**config.mk**
```make
export PLATFORM = sky130hd
export DESIGN_NAME = paddle_key_controller_flat
export DESIGN_NICKNAME = d
export VERILOG_FILES = /design/src/rtl/paddle_key_if.sv /design/src/rtl/paddle_key_controller.sv /design/src/flat_wrapper.sv
export SDC_FILE = /design/constraint.sdc
export NUM_CORES = 1
export LEC_CHECK = 0
export ABC_AREA = 1
export CAP_MARGIN = 20
export CORE_MARGIN = 8
export CORE_UTILIZATION = 50
export CTS_CLUSTER_SIZE = 40
export DETAILED_ROUTE_END_ITERATION = 8
export PLACE_DENSITY = 0.77
export SLEW_MARGIN = 10
export SYNTH_ARGS = -nofsm -noshare
export SYNTH_HDL_FRONTEND = slang
export SYNTH_SLANG_ARGS = --single-unit
```
**constraint.sdc**
```tcl
create_clock -name clk -period 3.4 [get_ports clk]
set_input_delay 0.68 -clock clk [delete_from_list [all_inputs] [get_ports clk]]
set_output_delay 0.68 -clock clk [all_outputs]
set_load 0.01 [all_outputs]
```
**src/rtl/paddle_key_if.sv**
```systemverilog
// Key pad / game core signal bundle for the paddle key controller.
// master drives the raw keys and vsync, slave is the controller.
interface paddle_key_if;
    logic [3:0] keys;
    logic       vsync;
    logic [7:0] hpaddle;
    logic       game_enable;
    logic       serve;
    logic [1:0] state;

    modport master (
        output keys, vsync,
        input  hpaddle, game_enable, serve, state
    );

    modport slave (
        input  keys, vsync,
        output hpaddle, game_enable, serve, state
    );
endinterface

```
**src/rtl/paddle_key_controller.sv**
```systemverilog
// Debounced 4-key pad to paddle position plus IDLE/SERVE/PLAY/PAUSE game sequencer.
// Paddle moves once per frame tick with a speed that ramps while a direction is held.

module key_debounce #(
    parameter int DB_W     = 16,
    parameter int DB_COUNT = 50000
) (
    input  logic clk,
    input  logic reset,
    input  logic raw,
    output logic db
);
    logic            s1, s2;
    logic [DB_W-1:0] cnt;

    always_ff @(posedge clk or posedge reset) begin
        if (reset) begin
            s1  <= 1'b0;
            s2  <= 1'b0;
            db  <= 1'b0;
            cnt <= '0;
        end else begin
            s1 <= raw;
            s2 <= s1;
            // counter only runs while the synced key disagrees with the filtered value
            if (s2 == db) begin
                cnt <= '0;
            end else if (cnt == DB_W'(DB_COUNT - 1)) begin
                db  <= s2;
                cnt <= '0;
            end else begin
                cnt <= cnt + 1'b1;
            end
        end
    end
endmodule

module paddle_key_controller #(
    parameter int DB_W        = 16,
    parameter int DB_COUNT    = 50000,
    parameter int PADDLE_MIN  = 0,
    parameter int PADDLE_MAX  = 224,
    parameter int PADDLE_HOME = 112,
    parameter int SPEED_MIN   = 1,
    parameter int SPEED_MAX   = 4,
    parameter int RAMP_FRAMES = 8
) (
    input logic         clk,
    input logic         reset,
    paddle_key_if.slave bus
);
    localparam int NUM_KEYS = 4;
    localparam int RAMP_W   = $clog2(RAMP_FRAMES + 1);
    localparam logic signed [9:0] MIN_S = 10'(PADDLE_MIN);
    localparam logic signed [9:0] MAX_S = 10'(PADDLE_MAX);

    typedef enum logic [1:0] {IDLE = 2'b00, SERVE = 2'b01, PLAY = 2'b10, PAUSE = 2'b11} state_t;
    typedef enum logic [1:0] {DIR_NONE = 2'b00, DIR_LEFT = 2'b01, DIR_RIGHT = 2'b10} dir_t;

    logic [NUM_KEYS-1:0] key_db, key_db_q;
    logic                start_edge, pause_edge;
    logic                vs_s1, vs_s2, vs_q, frame_tick;

    state_t              st;
    logic [7:0]          hpaddle_r;
    logic                game_enable_r, serve_r;
    logic [2:0]          speed;
    logic [RAMP_W-1:0]   ramp;
    dir_t                last_dir;

    dir_t                cur_dir;
    logic [2:0]          nxt_speed;
    logic [RAMP_W-1:0]   nxt_ramp;
    logic [7:0]          nxt_pos;
    logic signed [9:0]   pos_l, pos_r;

    for (genvar i = 0; i < NUM_KEYS; i++) begin : g_db
        key_debounce #(.DB_W(DB_W), .DB_COUNT(DB_COUNT)) u_db (
            .clk   (clk),
            .reset (reset),
            .raw   (bus.keys[i]),
            .db    (key_db[i])
        );
    end

    assign start_edge = key_db[2] & ~key_db_q[2];
    assign pause_edge = key_db[3] & ~key_db_q[3];
    assign frame_tick = vs_s2 & ~vs_q;

    assign bus.hpaddle     = hpaddle_r;
    assign bus.game_enable = game_enable_r;
    assign bus.serve       = serve_r;
    assign bus.state       = st;

    // Next-tick motion: speed/ramp update first, the move then uses the updated speed.
    always_comb begin
        cur_dir = DIR_NONE;
        if (key_db[0] && !key_db[1])
            cur_dir = DIR_LEFT;
        else if (key_db[1] && !key_db[0])
            cur_dir = DIR_RIGHT;

        nxt_speed = 3'(SPEED_MIN);
        nxt_ramp  = '0;
        nxt_pos   = hpaddle_r;
        if (cur_dir != DIR_NONE && cur_dir == last_dir) begin
            if (ramp == RAMP_W'(RAMP_FRAMES - 1)) begin
                nxt_ramp  = '0;
                nxt_speed = (speed >= 3'(SPEED_MAX)) ? 3'(SPEED_MAX) : speed + 3'd1;
            end else begin
                nxt_ramp  = ramp + 1'b1;
                nxt_speed = speed;
            end
        end

        // 10-bit signed so the sum/difference can never wrap past 0 or 255
        pos_l = $signed({2'b00, hpaddle_r}) - $signed({7'b0, nxt_speed});
        pos_r = $signed({2'b00, hpaddle_r}) + $signed({7'b0, nxt_speed});
        if (cur_dir == DIR_LEFT)
            nxt_pos = (pos_l < MIN_S) ? 8'(PADDLE_MIN) : pos_l[7:0];
        else if (cur_dir == DIR_RIGHT)
            nxt_pos = (pos_r > MAX_S) ? 8'(PADDLE_MAX) : pos_r[7:0];
    end

    always_ff @(posedge clk or posedge reset) begin
        if (reset) begin
            key_db_q      <= '0;
            vs_s1         <= 1'b0;
            vs_s2         <= 1'b0;
            vs_q          <= 1'b0;
            st            <= IDLE;
            hpaddle_r     <= 8'(PADDLE_HOME);
            game_enable_r <= 1'b0;
            serve_r       <= 1'b0;
            speed         <= 3'(SPEED_MIN);
            ramp          <= '0;
            last_dir      <= DIR_NONE;
        end else begin
            key_db_q <= key_db;
            vs_s1    <= bus.vsync;
            vs_s2    <= vs_s1;
            vs_q     <= vs_s2;
            serve_r  <= 1'b0;
            case (st)
                IDLE: begin
                    hpaddle_r <= 8'(PADDLE_HOME);
                    speed     <= 3'(SPEED_MIN);
                    ramp      <= '0;
                    last_dir  <= DIR_NONE;
                    if (start_edge) begin
                        st      <= SERVE;
                        serve_r <= 1'b1;
                    end
                end
                SERVE: begin
                    st            <= PLAY;
                    game_enable_r <= 1'b1;
                end
                PLAY: begin
                    if (frame_tick) begin
                        hpaddle_r <= nxt_pos;
                        speed     <= nxt_speed;
                        ramp      <= nxt_ramp;
                        last_dir  <= cur_dir;
                    end
                    if (pause_edge) begin
                        st            <= PAUSE;
                        game_enable_r <= 1'b0;
                    end
                end
                PAUSE: begin
                    speed    <= 3'(SPEED_MIN);
                    ramp     <= '0;
                    last_dir <= DIR_NONE;
                    // pause wins over start when both arrive together
                    if (pause_edge) begin
                        st            <= PLAY;
                        game_enable_r <= 1'b1;
                    end else if (start_edge) begin
                        st        <= IDLE;
                        hpaddle_r <= 8'(PADDLE_HOME);
                    end
                end
                default: st <= IDLE;
            endcase
        end
    end
endmodule

```
**src/flat_wrapper.sv**
```systemverilog
// flat-port wrapper written by rule: the top's interface ports become plain ports
module paddle_key_controller_flat 
#(
    parameter int DB_W        = 16,
    parameter int DB_COUNT    = 50000,
    parameter int PADDLE_MIN  = 0,
    parameter int PADDLE_MAX  = 224,
    parameter int PADDLE_HOME = 112,
    parameter int SPEED_MIN   = 1,
    parameter int SPEED_MAX   = 4,
    parameter int RAMP_FRAMES = 8
)
  (clk, reset, bus_keys, bus_vsync, bus_hpaddle, bus_game_enable, bus_serve, bus_state);
  paddle_key_if bus_i ();
  input logic clk;
  input logic reset;
  input wire logic [$bits(bus_i.keys)-1:0] bus_keys;
  input wire logic [$bits(bus_i.vsync)-1:0] bus_vsync;
  output wire logic [$bits(bus_i.hpaddle)-1:0] bus_hpaddle;
  output wire logic [$bits(bus_i.game_enable)-1:0] bus_game_enable;
  output wire logic [$bits(bus_i.serve)-1:0] bus_serve;
  output wire logic [$bits(bus_i.state)-1:0] bus_state;
  assign bus_i.keys = bus_keys;
  assign bus_i.vsync = bus_vsync;
  assign bus_hpaddle = bus_i.hpaddle;
  assign bus_game_enable = bus_i.game_enable;
  assign bus_serve = bus_i.serve;
  assign bus_state = bus_i.state;
  paddle_key_controller #(.DB_W(DB_W), .DB_COUNT(DB_COUNT), .PADDLE_MIN(PADDLE_MIN), .PADDLE_MAX(PADDLE_MAX), .PADDLE_HOME(PADDLE_HOME), .SPEED_MIN(SPEED_MIN), .SPEED_MAX(SPEED_MAX), .RAMP_FRAMES(RAMP_FRAMES)) u_core (.clk(clk), .reset(reset), .bus(bus_i));
endmodule
```
# Yosys cells after proc, flatten, opt, wreduce, memory -nomap -nowiden
# Index checks and enable logic that the tools add are counted.
# totals
regBits,104
latch_bits,0
ram_bits,0
romBits,0
in_bits,7
out_inout_bits,12
elab_cells,129
memories,0
# classes
add_sub_neg,8
mul,0
div,0
magnitude_cmp,3
eq_ne,23
shifts,0
n_mux,39
n_bitwise,10
n_reduce_logical,19
# op_table
cell,count
16-bit two-way mux,8
16-bit by 1-bit adder with 16-bit output (second input constant),4
16-bit equality test (second input constant),4
8-bit two-way mux,7
8-bit case mux with 3 select lines,1
2-bit two-way mux,7
3-bit two-way mux,4
4-bit two-way mux,3
10-bit by 9-bit greater-than comparator with 1-bit output (second input constant),1
10-bit by 1-bit < comparator with 1-bit output (second input constant),1
2-bit by 1-bit != test with 1-bit output (second input constant),5
2-bit AND reduction,5
8-bit by 3-bit adder with 9-bit output,1
8-bit by 3-bit subtractor with 9-bit output,1
2-bit case mux with 4 select lines,1
4-bit case mux with 2 select lines,1
1-bit inverter,7
2-bit equality test (second input constant),3
3-bit by 1-bit != test with 1-bit output (second input constant),2
3-bit case mux with 2 select lines,1
3-bit AND reduction,2
3-bit nonzero test,2
5-bit AND reduction,1
4-bit by 1-bit adder with 4-bit output (second input constant),1
16 further kinds,29

# Longest topological paths before layout
# logic_depth
word_depth,14
ltp_mapped,23
depth_no_buf,22

# Modules after synthesis
# From an unflattened synthesis, not the netlist that was laid out.
# unflattened
cells_unflattened,754
area_unflattened_um2,5965.7
# by_module_without_submodules
module,n_inst,cells_each,area_each_um2,seq_area_each_um2
key_debounce,4,124,1017.2,475.5
paddle_key_controller,1,258,1896.8,655.6

# Worst setup path before layout
# OpenSTA, ideal clock, no wires.
# synth_path
path_kind,register -> register
startpoint,reg u_core.g_db[1].u_db.db
endpoint,reg u_core.hpaddle_r[2] (netlist: u_core.bus.hpaddle[2])
setup_time_ns,0.116
arrival_time_ns,2.656
required_ns,3.284
slack_ns,0.628
stages_incl_launch_ff,22
n_path_buf,1
synth_period_minus_slack_ns,2.772
cell_sequence,dfrtp_1 inv_1 ha_1 buf_4 nor2_1 nor3_1 nand3_1 inv_1 o211ai_1 ha_1 inv_1 fa_1 inv_1 nand2_2 a21oi_1 nand2_1 nor2_1 inv_2 nand2_1 nand3_2 nand2_1 nand2_1
# synth_via
elab_chain_cells,13
word_cells_on_any_way,23
cone_classes,2 x add/sub; 2 x order compare; 4 x eq/ne; 9 x mux; 6 x reduce/logical
# synth_rtl
item,line,rtl
from (decl),paddle_key_controller.sv:11,output logic db
from (signal assigned),paddle_key_controller.sv:20,db <= 1'b0;
from (signal assigned),paddle_key_controller.sv:29,db <= s2;
1-bit logical AND / 1-bit zero test (equally long branches),"paddle_key_controller.sv:100, paddle_key_controller.sv:98",
2-bit two-way mux / 1-bit logical AND (equally long branches),"paddle_key_controller.sv:100, paddle_key_controller.sv:98",
2-bit two-way mux (*),paddle_key_controller.sv:98,if (key_db[0] && !key_db[1])
2-bit equality test / 2-bit nonzero test (equally long branches),paddle_key_controller.sv:106,if (cur_dir != DIR_NONE && cur_dir == last_dir) begin
1-bit logical AND,paddle_key_controller.sv:106,
3-bit two-way mux,paddle_key_controller.sv:106,
8-bit by 3-bit adder with 9-bit output,paddle_key_controller.sv:118,"pos_r = $signed({2'b00, hpaddle_r}) + $signed({7'b0, nxt_speed});"
10-bit by 9-bit greater-than comparator with 1-bit output,paddle_key_controller.sv:122,nxt_pos = (pos_r > MAX_S) ? 8'(PADDLE_MAX) : pos_r[7:0];
8-bit two-way mux,paddle_key_controller.sv:122,
8-bit two-way mux,paddle_key_controller.sv:121,else if (cur_dir == DIR_RIGHT)
8-bit two-way mux,paddle_key_controller.sv:119,if (cur_dir == DIR_LEFT)
8-bit two-way mux,paddle_key_controller.sv:160,if (frame_tick) begin
8-bit case mux with 3 select lines,paddle_key_controller.sv:144,case (st)
to (signal assigned),paddle_key_controller.sv:132,hpaddle_r <= 8'(PADDLE_HOME);
to (signal assigned),paddle_key_controller.sv:146,hpaddle_r <= 8'(PADDLE_HOME);
to (signal assigned),paddle_key_controller.sv:161,hpaddle_r <= nxt_pos;
to (decl),paddle_key_controller.sv:65,logic [7:0] hpaddle_r;
# Every way passes the cells marked *; elsewhere a longest branch is shown, timed or not. The select of a mux whose other input is x is not followed.
# A chain may end at the register's enable or synchronous reset.

# Worst setup path in the final report
# layout_path
startpoint,reg u_core.g_db[1].u_db.db
endpoint,reg u_core.hpaddle_r[1] (netlist: u_core.bus.hpaddle[1])
# Same word-level chain as after synthesis.

==> results by group <==
Drt
  – First DRT Iteration DRCs: around 360
  – Via count of the routed design: 4695
  – Routed wire per std cell: 13.31 µm
  – Met2 Routed Length: ~5.7 mm
  – Detailed Routing Iterations Pass 1: 5
  – Final Routed Wirelength: about 12 mm
  – Total met3 wirelength after detailed routing: ~400 µm
  – Final routed DRC violation total: 0
  – Top sig layer: met4
  – Routed via count divided by cell count: around 5.4
  – Metal-1 WL: around 5.3 mm
  – Post-DRT Antenna Nets: 0

Timing
  – RSZ-0062 raised after global routing: no
  – Relative slew slack: 0.6990
  – Minimum period implied by the final worst setup slack: 3.091 ns
  – Final Hold Vio Count: 0
  – Post-route fraction of the period consumed by the critical path: 0.9091
  – Setup TNS: 0 ns
  – Total count of max-transition violations in the final report: 0
  – Max Clock Skew: between 0.004 and 0.005 ns
  – Worst hold margin: roughly 0.35 ns
  – Highest clock rate: about 0.32 GHz
  – Number of failing setup endpoints in the final timing report: 0
  – Measured slew at the worst slew-check pin: ~0.45 ns

CTS
  – TritonCTS clock tree: done
  – Number of buffers on the longest clock path: 2
  – Buffer type at the clock tree root: clkbuf_16
  – Quantity of hold-fixing buffers added after cts: 0
  – CTS Buf Count: 9
  – Total number of H-tree levels: 3
  – Clk pin slew, worst setup/hold paths: ~0.06 ns
  – Clk_lat worst skew: roughly 0.33 ns
  – Total number of clock tree sinks: approximately 100

Power
  – Maximum VDD drop: ~0.26 mV
  – Power density of the placed cells: approximately 370 nW/µm²
  – Overall power of the completed layout: 0.002376 W
  – Reported leakage power: around 2.8 nW

Yosys
  – Yosys warns: 0
  – Sequential share of the synthesized area: 0.4398
  – Number of nets produced by synthesis: 730
  – Post-synthesis sequential element count: a little over 100
  – Count of unique library cells instantiated by Yosys: just over 40
  – EDFF count, synth: 0
  – Async set-or-reset flop fraction in the synthesized netlist: 1.000
  – Area of the mapped netlist: between 5000 and 6000 µm²
  – Most frequently used flop master after synthesis: dfrtp_1
  – Mean Syn Cell Area: 8.296 µm²
  – Number of instances in the synthesized netlist: 701

Critical path
  – Type of the setup path with the least slack: reg -> reg
  – Required time at the worst-slack endpoint: ~3.6 ns
  – Worst path arrival time: 3.32 ns
  – Critical path peak fanout: 10
  – Critical path launch point type: register
  – RR Startpoint: u_core.g_db[1].u_db.db
  – Critical path launch point: u_core.g_db[1].u_db.db
  – Critical Path Sink Type: register

Run status
  – Result of the run: complete, no violations

Finish
  – Antenna diode count: 0
  – Post-synthesis to final-layout area growth: 11.49%
  – Fraction of layout instances using a drive strength above 1: 0.1341
  – Total number of nets in the final design: between 700 and 800
  – Post-route cell area: 6484 µm²
  – Fin util: 0.5703
  – Number of filler instances in the final layout: 967

GRT
  – Number of antenna violations at the first check in global routing: 0
  – Number of global-route vias before repair: between 4k and 5k
  – Aggregate global-route resource usage: 0.1628
  – Maximum number of pins on one net before global-route repair: between 40 and 50
  – First-pass GRT wire length: between 20 and 25 mm
  – GR Overflow Total: 0

Min path
  – Source of the worst hold timing path: u_core.g_db[0].u_db.s1
  – Hold Crit Class: reg -> reg

Die
  – Die Area: ~15000 µm²
  – Number of cell rows: 39
  – Die height: 123.8 µm
  – Starting Density: 0.5115
  – Width of the die: ~120 µm
  – I/O pin count: 19
  – Placeable core area: ~11000 µm²

Placed design
  – Port Buffer Count: 18
  – Hpwl dp: around 8.8 mm
  – Routability-driven placement congestion ratio: between 0.9 and 1
  – Post-placement cell area: 6166 µm²

Job
  – Max Cap Viol: 0
==> cell usage in the layout (no fill, tap or decap), types with 2 or more instances in the layout <==
master / synthesis / layout
a21oi_1: 20 / 20
o21a_1: 2 / 2
nor2_4: 6 / 6
nor4_1: 19 / 19
clkdlybuf4s50_1: 0 / 18
o21ai_0: 10 / 10
a31oi_1: 2 / 2
o22ai_1: 5 / 5
nand3_1: 49 / 49
clkbuf_1: 0 / 2
dfstp_2: 4 / 4
bufinv_16: 0 / 2
nor3_2: 4 / 4
inv_2: 18 / 18
o21ai_1: 8 / 8
fa_1: 2 / 2
ha_1: 20 / 19
nor3_4: 5 / 5
inv_4: 1 / 2
nor2_1: 98 / 98
clkbuf_16: 0 / 9
nor3b_2: 4 / 4
nor3_1: 23 / 23
nand2_2: 14 / 14
inv_1: 77 / 76
nand3_2: 9 / 9
nand4_1: 17 / 17
nand2_1: 116 / 116
nor2_2: 11 / 11
dfrtp_1: 98 / 98
or2_2: 2 / 2
xnor2_1: 9 / 9
nor3b_1: 14 / 14
o211ai_1: 2 / 2
xor2_1: 20 / 20
==> cell type report <==
| cell class | count | area (µm²) | area share |
|---|---|---|---|
| clock buffer | 11 | 232.7 | 0.03589 |
| clock inverter | 4 | 72.57 | 0.01119 |
| inverter | 97 | 369.1 | 0.05693 |
| multi-input combinational | 497 | 2865 | 0.4419 |
| sequential | 102 | 2557 | 0.3944 |
| tap | 143 | 178.9 | 0.02760 |
| timing repair buffer | 20 | 207.7 | 0.03203 |
==> path summary, 6_finish.rpt <==
check,depth (start not counted),slack (ns),end
max,21,0.31,u_core.bus.hpaddle[1]
min,0,0.35,u_core.g_db[0].u_db.s2
max reg2reg,21,0.31,u_core.bus.hpaddle[1]
min reg2reg,0,0.35,u_core.g_db[0].u_db.s2
max in group asynchronous,3,2.03,u_core.g_db[0].u_db.s1
min in group asynchronous,2,0.69,u_core.g_db[2].u_db.s1
==> cells by family (layout without fill, tap and decap cells) <==
kind of cell | Yosys count | after routing | synth area share
and+or+nand+nor | 391 | 391 | 0.3425
buffers and inverters | 102 | 132 | 0.06971
AOI/OAI and AO/OA | 54 | 54 | 0.05250
DFF | 102 | 102 | 0.4398
muxes | 1 | 1 | 0.001936
adders and majority gates | 22 | 22 | 0.04991
xor gates and xnor gates | 29 | 29 | 0.04368
==> metrics by stage <==
step                      cells  setup WS, ns
final                       874        0.3090
after global routing        874      0.009587
after CTS                   874        0.1385
after detailed placement    859        0.1777
after global placement      859        0.2611
after floorplan             701       0.05114
==> registers in the layout, summed over array words and instances, names as in the netlist <==
register and count:
u_core.bus.state 2, u_core.g_db.u_db.db 4, u_core.g_db.u_db.s2 4, u_core.ramp 4, u_core.g_db.u_db.cnt 64, u_core.vs_q 1
u_core.bus.hpaddle 8, u_core.bus.serve 1, u_core.speed 3, u_core.vs_s2 1, u_core.bus.game_enable 1, u_core.g_db.u_db.s1 4
u_core.key_db_q 2, u_core.vs_s1 1, u_core.last_dir 2
==> Yosys cell counts (2+ instances only) <==
cell type  count  area, µm²
ha_1          20      250.2
nand3_1       49      245.2
o22ai_1        5      31.28
o21ai_1        8      40.04
nand4_1       17      106.4
nor3_2         4      40.04
o211ai_1       2      15.01
nor3b_1       14      105.1
a31oi_1        2      12.51
o21a_1         2      15.01
nand2_2       14      87.58
nor3b_2        4      50.05
nor4_1        19      118.9
o21ai_0       10      50.05
dfrtp_1       98       2452
inv_2         18      67.56
nor2_1        98      367.9
buf_4          3      22.52
inv_1         77      289.0
fa_1           2      40.04
nor3_4         5      81.33
xnor2_1        9      78.83
or2_2          2      12.51
a21oi_1       20      100.1
xor2_1        20      175.2
nand3_2        9      90.09
nor2_4         6      67.56
nor3_1        23      115.1
nor2_2        11      68.82
nand2_1      116      435.4
dfstp_2        4      105.1
==> routing by layer <==
layer | vias to the layer above | GRT usage
met4 | 0 | 0.06396
met1 | 2234 | 0.2052
met3 | 16 | 0.02629
li1 | 2357 | -
met5 | - | 0
met2 | 88 | 0.2746
==> power breakdown <==
part           total [W]  internal (W)  switching, W
sequential       0.00124       0.00123     0.0000133
clock            0.00106      0.000640      0.000418
combinational  0.0000725     0.0000225     0.0000500
total            0.00238       0.00189      0.000481
==> repair_timing <==
item | 4_1_cts | 5_1_grt
resized for setup | 0 | 2
setup buffers | 0 | 0
endpoints found under the setup margin | 0 | 8
==> worst max-delay path, cell delays in order, from the launching register on <==
cell	delay [ns]
dfrtp_1	0.44
inv_1	0.13
ha_4	0.22
inv_4	0.08
nor2_1	0.09
nor3_1	0.06
nand3_1	0.11
inv_1	0.08
o211ai_1	0.15
ha_1	0.25
inv_1	0.06
fa_1	0.38
inv_1	0.09
nand2_2	0.08
a21oi_1	0.13
nand2_1	0.09
nor2_1	0.18
inv_2	0.05
nand2_1	0.07
nand3_2	0.10
nand2_1	0.08
nand2_1	0.04
Note: power is estimated with default switching activity, not from simulation.
